### src/rtl/regfile_2r1w_sb.sv
// regfile_2r1w_sb: register file with two registered read ports and one write port.
// Reads see a write to the same address on the same edge (bypass). An optional
// hardwired zero register is available. A pending (scoreboard) bit per register
// tracks producers that are still in flight, so decode can flag reads of
// registers that have not been written back yet.
module regfile_2r1w_sb #(
  parameter int WORD_SIZE  = 16,
  parameter int REG_COUNT  = 16,
  parameter int ADDR_WIDTH = 4,
  parameter int ZERO_REG   = 1
) (
  input  logic                  CLK,
  input  logic                  RST,
  input  logic                  WE,
  input  logic [ADDR_WIDTH-1:0] WADDR,
  input  logic [WORD_SIZE-1:0]  WDATA,
  input  logic                  RE_A,
  input  logic [ADDR_WIDTH-1:0] RADDR_A,
  output logic [WORD_SIZE-1:0]  RDATA_A,
  output logic                  RVALID_A,
  output logic                  HAZARD_A,
  input  logic                  RE_B,
  input  logic [ADDR_WIDTH-1:0] RADDR_B,
  output logic [WORD_SIZE-1:0]  RDATA_B,
  output logic                  RVALID_B,
  output logic                  HAZARD_B,
  input  logic                  RESV,
  input  logic [ADDR_WIDTH-1:0] RESV_ADDR,
  output logic [REG_COUNT-1:0]  PENDING
);

  logic [WORD_SIZE-1:0] regQ [REG_COUNT];
  logic [REG_COUNT-1:0] pendingQ, pendingD;

  logic [WORD_SIZE-1:0] rdataAQ, rdataAD, rdataBQ, rdataBD;
  logic                 rvalidAQ, rvalidAD, rvalidBQ, rvalidBD;
  logic                 hazardAQ, hazardAD, hazardBQ, hazardBD;

  logic wrEn;
  logic resvEn;

  // Qualify write and reservation: with the zero register enabled, address 0 is inert
  always_comb begin
    wrEn   = WE;
    resvEn = RESV;
    if ((ZERO_REG != 0) && (WADDR == '0)) wrEn = 1'b0;
    if ((ZERO_REG != 0) && (RESV_ADDR == '0)) resvEn = 1'b0;
  end

  // Scoreboard next state: writeback clears, and a same-edge reservation re-sets it
  always_comb begin
    pendingD = pendingQ;
    if (wrEn) pendingD[WADDR] = 1'b0;
    if (resvEn) pendingD[RESV_ADDR] = 1'b1;
  end

  // Port A read value with bypass; hazard uses the pre-edge scoreboard
  always_comb begin
    rdataAD  = rdataAQ;
    rvalidAD = RE_A;
    hazardAD = 1'b0;
    if (RE_A) begin
      if ((ZERO_REG != 0) && (RADDR_A == '0)) begin
        rdataAD = '0;
      end else if (WE && (WADDR == RADDR_A)) begin
        rdataAD = WDATA;
      end else begin
        rdataAD = regQ[RADDR_A];
      end
      hazardAD = pendingQ[RADDR_A] & ~(WE && (WADDR == RADDR_A));
    end
  end

  // Port B read value with bypass; hazard uses the pre-edge scoreboard
  always_comb begin
    rdataBD  = rdataBQ;
    rvalidBD = RE_B;
    hazardBD = 1'b0;
    if (RE_B) begin
      if ((ZERO_REG != 0) && (RADDR_B == '0)) begin
        rdataBD = '0;
      end else if (WE && (WADDR == RADDR_B)) begin
        rdataBD = WDATA;
      end else begin
        rdataBD = regQ[RADDR_B];
      end
      hazardBD = pendingQ[RADDR_B] & ~(WE && (WADDR == RADDR_B));
    end
  end

  // Register array and scoreboard state, cleared by synchronous reset
  always_ff @(posedge CLK) begin
    if (RST) begin
      for (int i = 0; i < REG_COUNT; i++) regQ[i] <= '0;
      pendingQ <= '0;
    end else begin
      if (wrEn) regQ[WADDR] <= WDATA;
      pendingQ <= pendingD;
    end
  end

  // Registered read-port outputs
  always_ff @(posedge CLK) begin
    if (RST) begin
      rdataAQ  <= '0;
      rvalidAQ <= 1'b0;
      hazardAQ <= 1'b0;
      rdataBQ  <= '0;
      rvalidBQ <= 1'b0;
      hazardBQ <= 1'b0;
    end else begin
      rdataAQ  <= rdataAD;
      rvalidAQ <= rvalidAD;
      hazardAQ <= hazardAD;
      rdataBQ  <= rdataBD;
      rvalidBQ <= rvalidBD;
      hazardBQ <= hazardBD;
    end
  end

  assign RDATA_A  = rdataAQ;
  assign RVALID_A = rvalidAQ;
  assign HAZARD_A = hazardAQ;
  assign RDATA_B  = rdataBQ;
  assign RVALID_B = rvalidBQ;
  assign HAZARD_B = hazardBQ;
  assign PENDING  = pendingQ;

endmodule

### config.mk
export PLATFORM = sky130hd
export DESIGN_NAME = regfile_2r1w_sb
export DESIGN_NICKNAME = d
export VERILOG_FILES = /design/src/rtl/regfile_2r1w_sb.sv
export SDC_FILE = /design/constraint.sdc
export NUM_CORES = 1
export LEC_CHECK = 0
export CAP_MARGIN = 20
export CORE_MARGIN = 3
export CORE_UTILIZATION = 59
export DETAILED_ROUTE_END_ITERATION = 7
export GPL_TIMING_DRIVEN = 1
export PLACE_DENSITY_LB_ADDON = 0.3
export SLEW_MARGIN = 15
export SYNTH_ARGS = -nofsm -noshare
export SYNTH_HDL_FRONTEND = slang
export SYNTH_SLANG_ARGS = --single-unit
### constraint.sdc
create_clock -name CLK -period 2.8 [get_ports CLK]
set_input_delay 0.28 -clock CLK [delete_from_list [all_inputs] [get_ports CLK]]
set_output_delay 0.28 -clock CLK [all_outputs]
set_load 0.02 [all_outputs]
==> results of run 1 <==
routing by layer:
metal  part of all wire, %  GRT usage, %  vias up  wire length, um
met5                     0             0        -                0
met4                   2.2          7.69        0              977
met3                    11          7.56       81             4990
met2                    46          46.0      631            20400
met1                    40          44.2     5479            17700
li1                      -             -     4844                -
cells in the mapped netlist (5+ instances only):
| cell type | count | area share, % |
|---|---|---|
| a211oi_1 | 32 | 1.5 |
| a21o_1 | 12 | 0.56 |
| and2_1 | 243 | 9.5 |
| and3_1 | 36 | 1.4 |
| buf_2 | 38 | 1.2 |
| buf_4 | 5 | 0.23 |
| buf_6 | 15 | 1.1 |
| clkbuf_1 | 43 | 1.0 |
| dfxtp_1 | 52 | 6.5 |
| edfxtp_1 | 256 | 48 |
| inv_1 | 16 | 0.38 |
| mux2i_1 | 134 | 8.4 |
| mux4_2 | 69 | 9.7 |
| nand2_1 | 79 | 1.9 |
| nand3_1 | 7 | 0.22 |
| nor2_1 | 22 | 0.52 |
| nor2b_1 | 11 | 0.43 |
| nor3_1 | 8 | 0.25 |
| o21ai_0 | 45 | 1.4 |
| o21ai_1 | 31 | 0.97 |
| o22ai_1 | 64 | 2.5 |
| xor2_1 | 6 | 0.33 |
through the flow:
stage / power (mW) / instance area, um^2 / setup WS (ns)
floorplan: 6.29 / 16000 / 1.12
global placement: 6.76 / 17200 / 0.159
detailed placement: 6.81 / 17200 / 0.106
CTS: 10.6 / 18100 / 0.671
global route: 11.0 / 18100 / 0.625
finish: 10.7 / 18100 / 0.609
area by class of cell:
type / count / share of cell area [%]
sequential: 308 / 48.1
tap: 335 / 2.31
timing repair buffer: 143 / 7.32
clock inverter: 13 / 0.476
clock buffer: 44 / 4.69
inverter: 16 / 0.331
multi-input combinational: 848 / 36.8
state kept, by name (all words and copies together), names as in the netlist:
name,flops
HAZARD_A,1
RDATA_B,16
HAZARD_B,1
RVALID_A,1
RVALID_B,1
regQ,256
PENDING,16
RDATA_A,16
power by group through the flow:
stage                     combinational (mW)  clock, mW  sequential, mW
after floorplan                        0.792          0            5.49
after global placement                  1.30          0            5.47
after detailed placement                1.32          0            5.49
after CTS                               1.33       3.92            5.40
after global routing                    1.43       4.10            5.43
final                                   1.35       3.90            5.40
worst paths after layout:
path | endpoint | slack [ns] | from | depth (start not counted)
worst max register to register | HAZARD_A$_SDFF_PP0_ | 1.12 | PENDING[10]$_SDFF_PP0_ | 4
worst max-delay path | RDATA_B[11]$_SDFFE_PP0P_ | 0.61 | RADDR_B[3] | 6
worst min-delay path | PENDING[2]$_SDFF_PP0_ | 0.14 | RST | 2
worst min register to register | RDATA_A[7]$_SDFFE_PP0P_ | 0.45 | RDATA_A[7]$_SDFFE_PP0P_ | 2
logic make-up after synthesis:
kind of cell / after synthesis / share of synthesized area [%]
buffers and inverters: 121 / 3.99
multiplexers: 204 / 18.3
other: 1 / 0.0235
XOR/XNOR: 8 / 0.438
AND/OR/NAND/NOR: 425 / 15.2
AO/OA/AOI/OAI: 195 / 7.46
flip-flops: 308 / 54.6
==> results by group, run 1 <==
Placed design
  – Placed cells: 1,649
  – Final RePlAce weighted congestion: 0.912
  – DP HPWL: 29,500 um
  – # port buffers: 89

Die
  – Die area: 29,100 um^2
  – Chip height: 171 um
  – CORE AREA: 26,400 um^2
  – Rows: 59
  – Initial Util: 60.6%
  – Die W: 171 um
  – Top-Level Pins: 90

Detailed routing
  – Routed WL: 44,100 um
  – Final ANT Viol Nets: 0
  – Vias per Instance: 6.46
  – DR iter-0 viols: 1,546
  – DR vias: 11,000
  – Post-route DRC violation count: 0
  – First drt pass iteration count: 5
  – WL/cell: 25.8 um

Final layout
  – Layout fillers: 1,832
  – Ratio of cells with drive above 1 in the final layout: 12.8%
  – Area grow syn2layout: 13.6%
  – Area occupied by multi-input gates: 6670 um^2
  – Fin nets: 1,386
  – Post-route insts no fill: 1,707
  – Most frequent cells in the layout: edfxtp_1 (256), and2_1 (243), mux2i_1 (134), clkdlybuf4s50_1 (82), nand2_1 (79)
  – Reg area: 8730 um^2
  – Fin util: 68.9%
  – Most common cell after layout, fill and taps aside: edfxtp_1
  – Ant. Diodes: 0

Clock tree
  – Clk buf depth: 3
  – Clk root buf: clkbuf_16
  – CTS sink cnt: 308
  – Clk_lat worst skew: 0.56 ns
  – CTS Buf Count: 31
  – H-tree depth: 1
  – CTS tree: yes
  – Setup Buffers After CTS: 0
  – Clock slew seen by the registers of the worst setup and hold paths: 0.06 ns
  – CTS Hold Bufs: 0
  – Post-CTS Resized: 0

Global route
  – Tot GR Track Use: 30.2%
  – Total grt overflow: 0
  – Initial antenna violation count: 0
  – Global-route wire length before repair: 66,100 um
  – Vias in the first global route: 10,800
  – Largest net degree at the start of global routing: 56

Min path
  – HP Class: primary input to register

Synth
  – Syn Inst Count: 1,262
  – Main synth FF type: edfxtp_1
  – EDFF count, synth: 256
  – Synthesized area: 16,000 um^2
  – Post-synthesis sequential area ratio: 54.6%
  – Synthesis warning total: 0
  – Mean post-synth cell area: 12.7 um^2
  – Post-synth ARST share: 0%
  – Yosys reg bits: 308
  – Synth cell types: 43

Worst setup path
  – Buffers & Inverters on Critical Path: 1
  – Critical Path Max Stage Delay: 0.74 ns
  – Delay-heaviest family, CP: simple AND/OR/NAND/NOR gates
  – CP Data Arrival Time: 2.64 ns
  – CP max stage cell: clkdlybuf4s50_1
  – Startpoint Class: primary input
  – Req. time, crit path: 3.25 ns
  – CP cell instances: clkdlybuf4s50_1, or3_1, o22ai_1, a211oi_1, and3_1, o21ai_1
  – CP Capture Type: register
  – Worst-path maximum fanout: 17
  – Crit path kind: primary input to register

Pwr
  – Lkg Pwr: 6.70 nW
  – Peak supply drop: 0.000452 V
  – Comb pwr share: 12.7%
  – Clock share of power: 36.6%
  – Internal cell power: 8.02 mW
  – Sequential power share: 50.7%
  – Switching Fraction: 24.7%
  – Sw power: 2.64 mW
  – PwrDens: 587 nW/um^2

Outcome
  – Status: complete, no violations

Timing
  – Slew Limit Headroom: 28.3%
  – Fin crit share: 78.3%
  – Fin. Hold Viols: 0
  – RSZ-0062 raised after global routing: false
  – Tightest Pin Transition: 1.07 ns
  – Tmin final: 2.19 ns
  – Setup violations, final: 0
  – WHS: 0.142 ns
  – Worst setup skew after layout: 0.0111 ns
  – Setup tns final: 0 ns
  – Fmax: 456 MHz
  – Fin. max-slew vios: 0

Flow run
  – Max Cap Viol: 0
No activity file was read; power rests on OpenSTA's default activity.
==> inputs of run 2 (changes only) <==
CORE_UTILIZATION = 55   (was 59)
clock period = 1.9 ns   (was 2.8 ns; I/O delays follow)
==> run 2 against run 1 <==
  * Utilization fell by 0.61 points
  * Hold slack better by 0.18 ns
  * Sequential cell count is the same
==> results by group, run 2 (synthesis results as in run 1) <==
Worst setup path
  – Critical Path Max Stage Delay: 0.61 ns
  – Worst-path maximum fanout: 13
  – R2R Setup Slk: 0.24 ns
  – CP max stage cell: clkdlybuf4s50_1
  – Startpoint Class: primary input
  – CP Data Arrival Time: 2.30 ns
  – CP cell instances: clkdlybuf4s50_1, or3_1, buf_12, o22ai_1, a211oi_1, and3_1, o21ai_1
  – Crit path kind: primary input to register
  – CP Capture Type: register
  – Req. time, crit path: 2.34 ns

Timing
  – Fin. max-slew vios: 0
  – Worst setup skew after layout: 0.0133 ns
  – Setup tns final: 0 ns
  – Fmax: 537 MHz
  – Fin. Hold Viols: 0
  – Tightest Pin Transition: 0.962 ns
  – RSZ-0062 raised after global routing: false
  – Tmin final: 1.86 ns
  – Fin crit share: 98.0%
  – Slew Limit Headroom: 35.6%
  – Setup violations, final: 0

Placed design
  – Placed cells: 1,750
  – # port buffers: 89
  – DP HPWL: 30,800 um
  – Final RePlAce weighted congestion: 0.907

Pwr
  – Peak supply drop: 0.000531 V
  – Lkg Pwr: 7.22 nW
  – PwrDens: 857 nW/um^2

Final layout
  – Most frequent cells in the layout: edfxtp_1 (256), and2_1 (243), mux2i_1 (134), clkdlybuf4s50_1 (82), nand2_1 (79)
  – Biggest register: regQ
  – Ant. Diodes: 0
  – Ratio of cells with drive above 1 in the final layout: 16.8%
  – Most common cell after layout, fill and taps aside: edfxtp_1
  – Number of flip-flops in the largest register: 256
  – Area grow syn2layout: 20.6%
  – Fin nets: 1,447
  – Post-route insts no fill: 1,809

Global route
  – Tot GR Track Use: 28.8%
  – Gr busiest metal: met2
  – Total grt overflow: 0
  – GR met1 Demand/Resource: 41.6%
  – Global-route wire length before repair: 67,900 um
  – Largest net degree at the start of global routing: 34
  – Initial antenna violation count: 1
  – Met2 Usage GRT: 45.8%
  – Vias in the first global route: 11,000
  – Met3 GRT Util: 5.76%

Detailed routing
  – DR vias: 11,300
  – WL/cell: 24.7 um
  – First drt pass iteration count: 5
  – Post-route DRC violation count: 0
  – Final ANT Viol Nets: 0
  – DR iter-0 viols: 1,672
  – Routed WL: 44,700 um
  – Vias per Instance: 6.26

Clock tree
  – CTS Buf Count: 34
  – CTS sink cnt: 308
  – Clk_lat worst skew: 0.51 ns
  – Clock slew seen by the registers of the worst setup and hold paths: 0.06 ns
  – Clk root buf: clkbuf_16
  – Clk buf depth: 3
  – H-tree depth: 2
  – Setup Buffers After CTS: 0
  – CTS tree: yes

Die
  – Chip height: 176 um
  – Initial Util: 56.6%
  – Die W: 176 um
  – Die area: 31,100 um^2
  – Rows: 61
  – Top-Level Pins: 90
  – CORE AREA: 28,200 um^2

Outcome
  – Status: complete, no violations

Flow run
  – Max Cap Viol: 0

Min path
  – HP Class: primary input to register
-- run 2: cell count changes in the layout (fill, tap and decap cells not counted), sizes merged --
cell / change
buf: +57
dlygate4sd3: +1
clkinvlp: +1
bufinv: +1
clkbuf: -1
-- run 2: layout make-up --
type                            instances  area, um^2
Clock buffer                           43         936
Clock inverter                         15         135
Multi-Input combinational cell        848        6670
Tap cell                              378         473
Sequential cell                       308        8730
Timing Repair Buffer                  201        2270
Fill cell                            1956        8970
Inverter                               16        60.1
-- run 2: power breakdown --
group	switching (mW)	internal, mW
registers	0.235	7.73
clock network	2.59	3.76
logic	1.18	1.02
total	4.00	12.5
-- run 2: critical path: cells and delay by family --
family	cells	cell delay, ns
buffers and inverters	2	0.82
and+or+nand+nor	2	0.77
AOI/OAI and AO/OA	3	0.52
-- run 2: stage by stage --
step           power (mW)  area (um^2)  worst slack [ns]  hold slack (ns)  util (%)
2_1_floorplan        9.27        16000             0.307            0.320         -
3_3_place_gp         10.2        18200            -0.407            0.438      64.4
3_5_place_dp         10.3        18200            -0.441            0.445      64.4
4_1_cts              16.5        19300            0.0903            0.313      68.2
5_1_grt              17.0        19300            0.0157            0.342      68.2
6_report             16.5        19300            0.0384            0.320      68.2
-- run 2: routing by layer --
| layer | up-vias | part of all wire (%) |
|---|---|---|
| met3 | 61 | 10 |
| met5 | - | 0 |
| met1 | 5656 | 41 |
| met4 | 0 | 1.6 |
| li1 | 4974 | - |
| met2 | 638 | 47 |
-- run 2: what timing repair did --
| action | 4_1_cts | 5_1_grt |
|---|---|---|
| gates resized for setup | 0 | 1 |
| hold endpoints to repair | 1 | 0 |
| endpoints found under the setup margin | 0 | 10 |
| hold buffers | 1 | 0 |
-- run 2: worst paths after layout --
check	from	end	cells after the start
setup / recovery	RADDR_A[3]	RDATA_A[2]$_SDFFE_PP0P_	7
hold / removal	RE_A	RVALID_A$_SDFF_PP0_	2
setup reg to reg	regQ[15][15]$_SDFFCE_PN0P_	RDATA_B[15]$_SDFFE_PP0P_	4
hold reg to reg	RDATA_B[13]$_SDFFE_PP0P_	RDATA_B[13]$_SDFFE_PP0P_	2
